[src/rtl/ballot_collector.sv]
// Ballot collector: opens a timed voting window, gathers one yes/no vote per voter,
// and presents the assembled 4-bit ballot to the classifier over valid/ready.
module ballot_collector #(
  parameter int unsigned WINDOW = 16
) (
  input  logic       clk,
  input  logic       rst,
  input  logic       start,
  input  logic [3:0] vote_valid,
  input  logic [3:0] vote_val,
  output logic       window_open,
  output logic [3:0] voted,
  output logic [3:0] ballot_out,
  output logic       ballot_valid,
  input  logic       ballot_ready,
  output logic       timeout_flag,
  output logic       dup_err
);

  localparam int unsigned CNT_W = $clog2(WINDOW + 1);

  typedef enum logic [1:0] {
    S_IDLE    = 2'd0,
    S_OPEN    = 2'd1,
    S_PRESENT = 2'd2
  } state_t;

  state_t           state_q, state_d;
  logic [CNT_W-1:0] timer_q, timer_d;
  logic [3:0]       voted_q, voted_d;
  logic [3:0]       ballot_q, ballot_d;
  logic             timeout_q, timeout_d;
  logic             dup_q, dup_d;
  logic [3:0]       new_votes_c;

  // State and ballot registers
  always_ff @(posedge clk) begin
    if (rst) begin
      state_q   <= S_IDLE;
      timer_q   <= '0;
      voted_q   <= '0;
      ballot_q  <= '0;
      timeout_q <= 1'b0;
      dup_q     <= 1'b0;
    end else begin
      state_q   <= state_d;
      timer_q   <= timer_d;
      voted_q   <= voted_d;
      ballot_q  <= ballot_d;
      timeout_q <= timeout_d;
      dup_q     <= dup_d;
    end
  end

  // Next-state and ballot update
  always_comb begin
    state_d     = state_q;
    timer_d     = timer_q;
    voted_d     = voted_q;
    ballot_d    = ballot_q;
    timeout_d   = timeout_q;
    dup_d       = dup_q;
    new_votes_c = vote_valid & ~voted_q;

    unique case (state_q)
      S_IDLE: begin
        if (start) begin
          state_d   = S_OPEN;
          timer_d   = CNT_W'(WINDOW - 1);
          voted_d   = '0;
          ballot_d  = '0;
          timeout_d = 1'b0;
          dup_d     = 1'b0;
        end
      end
      S_OPEN: begin
        // First vote per voter wins; repeats only raise the duplicate flag
        ballot_d = (ballot_q & ~new_votes_c) | (vote_val & new_votes_c);
        voted_d  = voted_q | new_votes_c;
        if (|(vote_valid & voted_q)) begin
          dup_d = 1'b1;
        end
        if (&voted_d) begin
          state_d = S_PRESENT;
        end else if (timer_q == '0) begin
          state_d   = S_PRESENT;
          timeout_d = 1'b1;
        end else begin
          timer_d = timer_q - CNT_W'(1);
        end
      end
      S_PRESENT: begin
        if (ballot_ready) begin
          state_d = S_IDLE;
        end
      end
      default: begin
        state_d = S_IDLE;
      end
    endcase
  end

  assign window_open  = (state_q == S_OPEN);
  assign ballot_valid = (state_q == S_PRESENT);
  assign voted        = voted_q;
  assign ballot_out   = ballot_q;
  assign timeout_flag = timeout_q;
  assign dup_err      = dup_q;

endmodule

[config.mk]
export PLATFORM = sky130hd
export DESIGN_NAME = ballot_collector
export DESIGN_NICKNAME = d
export VERILOG_FILES = /design/src/rtl/ballot_collector.sv
export SDC_FILE = /design/constraint.sdc
export NUM_CORES = 1
export LEC_CHECK = 0
export CORE_MARGIN = 5
export CORE_UTILIZATION = 43
export CTS_CLUSTER_DIAMETER = 60
export DETAILED_ROUTE_END_ITERATION = 8
export GPL_TIMING_DRIVEN = 0
export PLACE_DENSITY_LB_ADDON = 0.2
export SETUP_SLACK_MARGIN = 0.15
export SYNTH_ARGS = -nofsm -noshare
export SYNTH_HDL_FRONTEND = slang
export SYNTH_SLANG_ARGS = --single-unit
[constraint.sdc]
create_clock -name clk -period 2.2 [get_ports clk]
set_input_delay 0.55 -clock clk [delete_from_list [all_inputs] [get_ports clk]]
set_output_delay 0.55 -clock clk [all_outputs]
set_load 0.05 [all_outputs]
---- After elaboration in Yosys (flattened, before gate mapping) ----
Index checks and enable logic that the tools add are counted.
operators by class
  add/subtract/negate cells ............... 1
  equality and inequality tests ........... 9
  multiplexer cells ....................... 18
  bitwise operators ....................... 8
  reduce and logical (&&, ||, !) cells .... 10
operator list
  cell                                                                    number
  4-bit bitwise AND                                                       4
  4-bit one-hot mux with 2 select lines                                   2
  5-bit two-way mux                                                       3
  4-bit AND reduction                                                     3
  5-bit one-hot mux with 2 select lines                                   1
  2-bit two-way mux                                                       4
  4-bit NOT                                                               2
  4-bit bitwise OR                                                        2
  2-bit by 1-bit != test with 1-bit output (second input constant)        3
  2-bit != test (second input constant)                                   3
  2-bit one-hot mux with 3 select lines                                   1
  3-bit AND reduction                                                     2
  5-bit zero test                                                         1
  5-bit by 1-bit subtractor with 5-bit output (second input constant)     1
  1-bit two-way mux                                                       4
  4-bit two-way mux                                                       1
  1-bit one-hot mux with 2 select lines                                   2
  4-bit OR reduction                                                      1
  3-bit by 1-bit != test with 1-bit output (second input constant)        1
  2-bit by 1-bit equality test with 1-bit output (second input constant)  1
  2-bit equality test (second input constant)                             1
  2-bit zero test                                                         1
  2-bit AND reduction                                                     1
  2-bit nonzero test                                                      1
storage, ports and cells
  bits in registers ....................... 17
  word-level logic and storage cells ...... 52

---- Depth between registers and ports, before layout ----
  depth after elaboration ................. 6
  gate-level depth with buffers ........... 6

---- Worst setup path before layout ----
OpenSTA, ideal clock, no wires.
  kind .................................... reg-to-output
  start ................................... register state_q[1]
  end ..................................... output ballot_valid
  arrival time ............................ 1334 ps
  path slack .............................. 316 ps
  cell stages (with the launch flop) ...... 3
  buffers on the path ..................... 1
  cell sequence ........................... dfxtp_1 > buf_1 > nor2b_1
between the ends
  cells in the longest elaborated chain, start to end .. 1
ends and longest elaborated chain
  element                 line  source
  from (decl)             28    state_t state_q, state_d;
  from (signal assigned)  46    state_q <= state_d;
  2-bit equality test     104   assign ballot_valid = (state_q == S_PRESENT);
  to (decl)               14    output logic ballot_valid,
No other way between the ends.

---- Worst setup path in the final report ----
  start ................................... register ballot_q[3] (netlist: ballot_out[3])
  end ..................................... output ballot_out[3]
RTL lines
  element                 line  source
  from (decl)             31    logic [3:0] ballot_q, ballot_d;
  from (signal assigned)  49    ballot_q <= ballot_d;
  to (decl)               13    output logic [3:0] ballot_out,
No word-level cell between the ends.

==> impl_metrics.yaml <==
status:
  status: "finished clean"
clock_tree:
  clock-sinks: 17
  tritoncts: "done"
  cts_setup_buffers: 0
  numCtsBuffers: 3
  htree_levels: 1
  clock_path_buffers: 2
  clk_latency_ns: 0.29
  clkTransAtPathRegs_ns: 0.10
  hold_buffers: 0
  cts_root_buffer: "clkbuf_4"
critical_path:
  cpPeakStageDelay_ns: 0.81
  path_buf_inv: 1
  crit_slowest_cell: "clkdlybuf4s50_1"
  reg2reg_to: "timer_q[2]$_SDFFE_PP0P_"
  crit_type: "reg2out"
  cp_max_fo: 2
  cp-start-kind: "flip-flop"
  worstPathRequired_ns: 1.65
  critPathCaptureType: "output port"
  reg2reg_depth: 6
  cp.arrival_ns: 1.45
  path_cells: "clkdlybuf4s50_1"
  reg2reg_from: "timer_q[0]$_SDFFE_PP0P_"
  worstSetupEndpoint: "ballot_out[3]"
  critPathLaunch: "ballot_out[3]$_SDFFE_PP0P_"
  ff2ff_setup_slack_ns: 0.42
  critPathTopFamily: "buffers and inverters"
  path_depth: 1
power_and_ir_drop:
  finalPower_w: 0.0007735
  p_per_area_mw_per_mm2: 708.9
  power.leakage_nw: 0.4336
  vdd_drop_max_v: 0.0004578
timing:
  hold_slack_ns: 0.4709
  rsz0062_at_grt: "false"
  setup_viol: 0
  fin_tns_setup_ns: 0
  hold_viol_final: 0
  relSlewSlack: 0.6619
  worst-slew-pin-transition_ns: 0.5063
  skew_ns: 0.002373
  finalCritPeriodShare: 0.9103
  drv_slew: 0
  period_needed_ns: 2.003
  fmax_mhz: 499.3
  layout_setup_ws_ns: 0.1974
floorplanning:
  die_w_um: 53.73
  pin_count: 24
  core_region_area_sq_mm: 0.001764
  num_rows: 15
  die_y_um: 53.73
  dieArea_sq_mm: 0.002886
  start_util: 0.4660
yosys:
  synth.top_cell.area_share: 0.4140
  yosysTopAreaCell: "dfxtp_1"
  synthCells: 97
  yosys-top-cells-area: "dfxtp_1 (41%), a21oi_1 (6.1%), nor2b_1 (5.3%)"
  syn_nets: 110
  synth_area_per_cell_sq_um: 8.475
  syn-cell-area_sq_um: 822.0
  ys_warn_count: 0
  synth-seq-area-share: 0.4140
  ys_types: 30
  synth-seq-cells: 17
grt:
  grt-ovfl-total: 0
  grt_max_degree: 11
  grt_pass1_wl_mm: 3.194
  antenna_found_initial: 0
  grt_usage: 0.1533
  first_global_vias: 726
min_path:
  hold_class: "reg2reg"
place:
  port_buffers: 22
  gp_congestion: 0.7729
  placed_cells: 144
  pre_cts_slack_ns: -0.1159
  hpwlAfterDp_mm: 1.472
final_layout:
  drive_gt1_frac: 0.08130
  final_nets: 137
  layout.cells.non_filler: 148
  syn2layout_area_growth_pct: 32.73
  fillCellCount: 182
  diodes: 0
drt:
  wl_mm: 2.037
  antenna_left: 0
  via_per_inst: 5.426
  vias: 803
  wl_per_cell_um: 13.76
  drt_pass1_iterations: 4
  drcViolationCount: 0
  drtIter0Drc: 10
run:
  max_cap_violations: 0
## power by group
group / leakage (nW) / total [W] / switching (W) / internal (W)
logic: 0.279 / 0.000243 / 0.000143 / 0.0000998
clock network: 0.0150 / 0.000171 / 0.000100 / 0.0000706
registers: 0.139 / 0.000360 / 0.0000250 / 0.000335
## sequential cells by signal, indices dropped and copies added, names as in the netlist
register	count
dup_err	1
voted	4
timer_q	5
timeout_flag	1
ballot_out	4
state_q	2
## cell type report
class | instances | area (sq um) | area share
sequential | 17 | 340.3 | 0.3119
multi-input combinational | 69 | 440.4 | 0.4037
inverter | 6 | 22.52 | 0.02064
buffer | 5 | 22.52 | 0.02064
tap | 25 | 31.28 | 0.02867
clock buffer | 4 | 26.28 | 0.02408
timing repair buffer | 22 | 207.7 | 0.1904
## how the worst min path moves through the flow
stage	cells past startpoint	endpoint	slack, ns	start
final	2	dup_err$_SDFFE_PP0P_	0.47	dup_err$_SDFFE_PP0P_
after CTS	2	dup_err$_SDFFE_PP0P_	0.48	dup_err$_SDFFE_PP0P_
after global routing	1	timer_q[4]$_SDFFE_PP0P_	0.51	timer_q[4]$_SDFFE_PP0P_
after global placement	2	dup_err$_SDFFE_PP0P_	0.45	dup_err$_SDFFE_PP0P_
after floorplan	1	timer_q[4]$_SDFFE_PP0P_	0.45	timer_q[4]$_SDFFE_PP0P_
after detailed placement	2	dup_err$_SDFFE_PP0P_	0.47	dup_err$_SDFFE_PP0P_
## cell usage after synthesis
| library cell | n |
|---|---|
| dfxtp_1 | 17 |
| a21oi_1 | 10 |
| o21ai_0 | 8 |
| nor2b_1 | 7 |
| inv_1 | 6 |
| a22oi_1 | 5 |
| nor2_1 | 5 |
| clkbuf_1 | 3 |
| nand2_1 | 3 |
| nand2b_1 | 3 |
| o21a_1 | 3 |
| a311oi_1 | 2 |
| a31oi_1 | 2 |
| buf_1 | 2 |
| nand3_1 | 2 |
| nand4_1 | 2 |
| nor3_1 | 2 |
| nor3b_1 | 2 |
| o22ai_1 | 2 |
| a211oi_1 | 1 |
| a2bb2oi_1 | 1 |
| and2_1 | 1 |
| and3_1 | 1 |
| ha_1 | 1 |
| nand3b_1 | 1 |
| nand4b_1 | 1 |
| o2111a_1 | 1 |
| o211a_4 | 1 |
| o21bai_1 | 1 |
| or4b_4 | 1 |
## metal layers
metal,share of wire,vias to the layer above,global-route usage
met5,0,-,0
met4,0.016,0,0.06809
met3,0.066,5,0.04155
met2,0.47,22,0.2419
met1,0.45,368,0.1933
li1,-,408,-
## worst min-delay path, stage by stage, from the launching register on
cell and delay (ns):
dfxtp_1 0.33, nand2_1 0.06, a21oi_1 0.05
## timing repair
| item | 4_1_cts | 5_1_grt |
|---|---|---|
| resized for setup | 12 | 7 |
| pin swaps | 0 | 0 |
| endpoints found under the setup margin | 6 | 3 |
## through the flow
step | util | instance area, sq um
2_1_floorplan | - | 822.0
3_3_place_gp | 0.6085 | 1074
3_5_place_dp | 0.6085 | 1074
4_1_cts | 0.6234 | 1100
5_1_grt | 0.6184 | 1091
6_report | 0.6184 | 1091
## cell families (layout without fill, tap and decap cells)
| kind of cell | count (synthesis) | after routing | synth area share |
|---|---|---|---|
| AO/OA/AOI/OAI | 37 | 37 | 0.2983 |
| adder cells (fa/ha/maj) | 1 | 1 | 0.01522 |
| buffers and inverters | 11 | 37 | 0.05023 |
| flip-flops | 17 | 17 | 0.4140 |
| AND/OR/NAND/NOR | 31 | 31 | 0.2222 |
## cell usage in the layout (no fill, tap or decap), drive strengths merged
cell,instances
nand3,2
clkdlybuf4s50,15
nor2,5
nor2b,7
o21bai,1
dlymetal6s2s,1
nand3b,1
a311oi,2
nand2,3
inv,6
o22ai,2
o21ai,8
buf,4
and3,1
a2bb2oi,1
dfxtp,17
ha,1
a211oi,1
nor3b,2
nand4b,1
a22oi,5
o211a,1
o2111a,1
nand2b,3
or4b,1
clkbuf,7
and2,1
dlygate4sd2,4
a21oi,10
nand4,2
o21a,3
a31oi,2
nor3,2
Power figures use the tool's default switching activity.
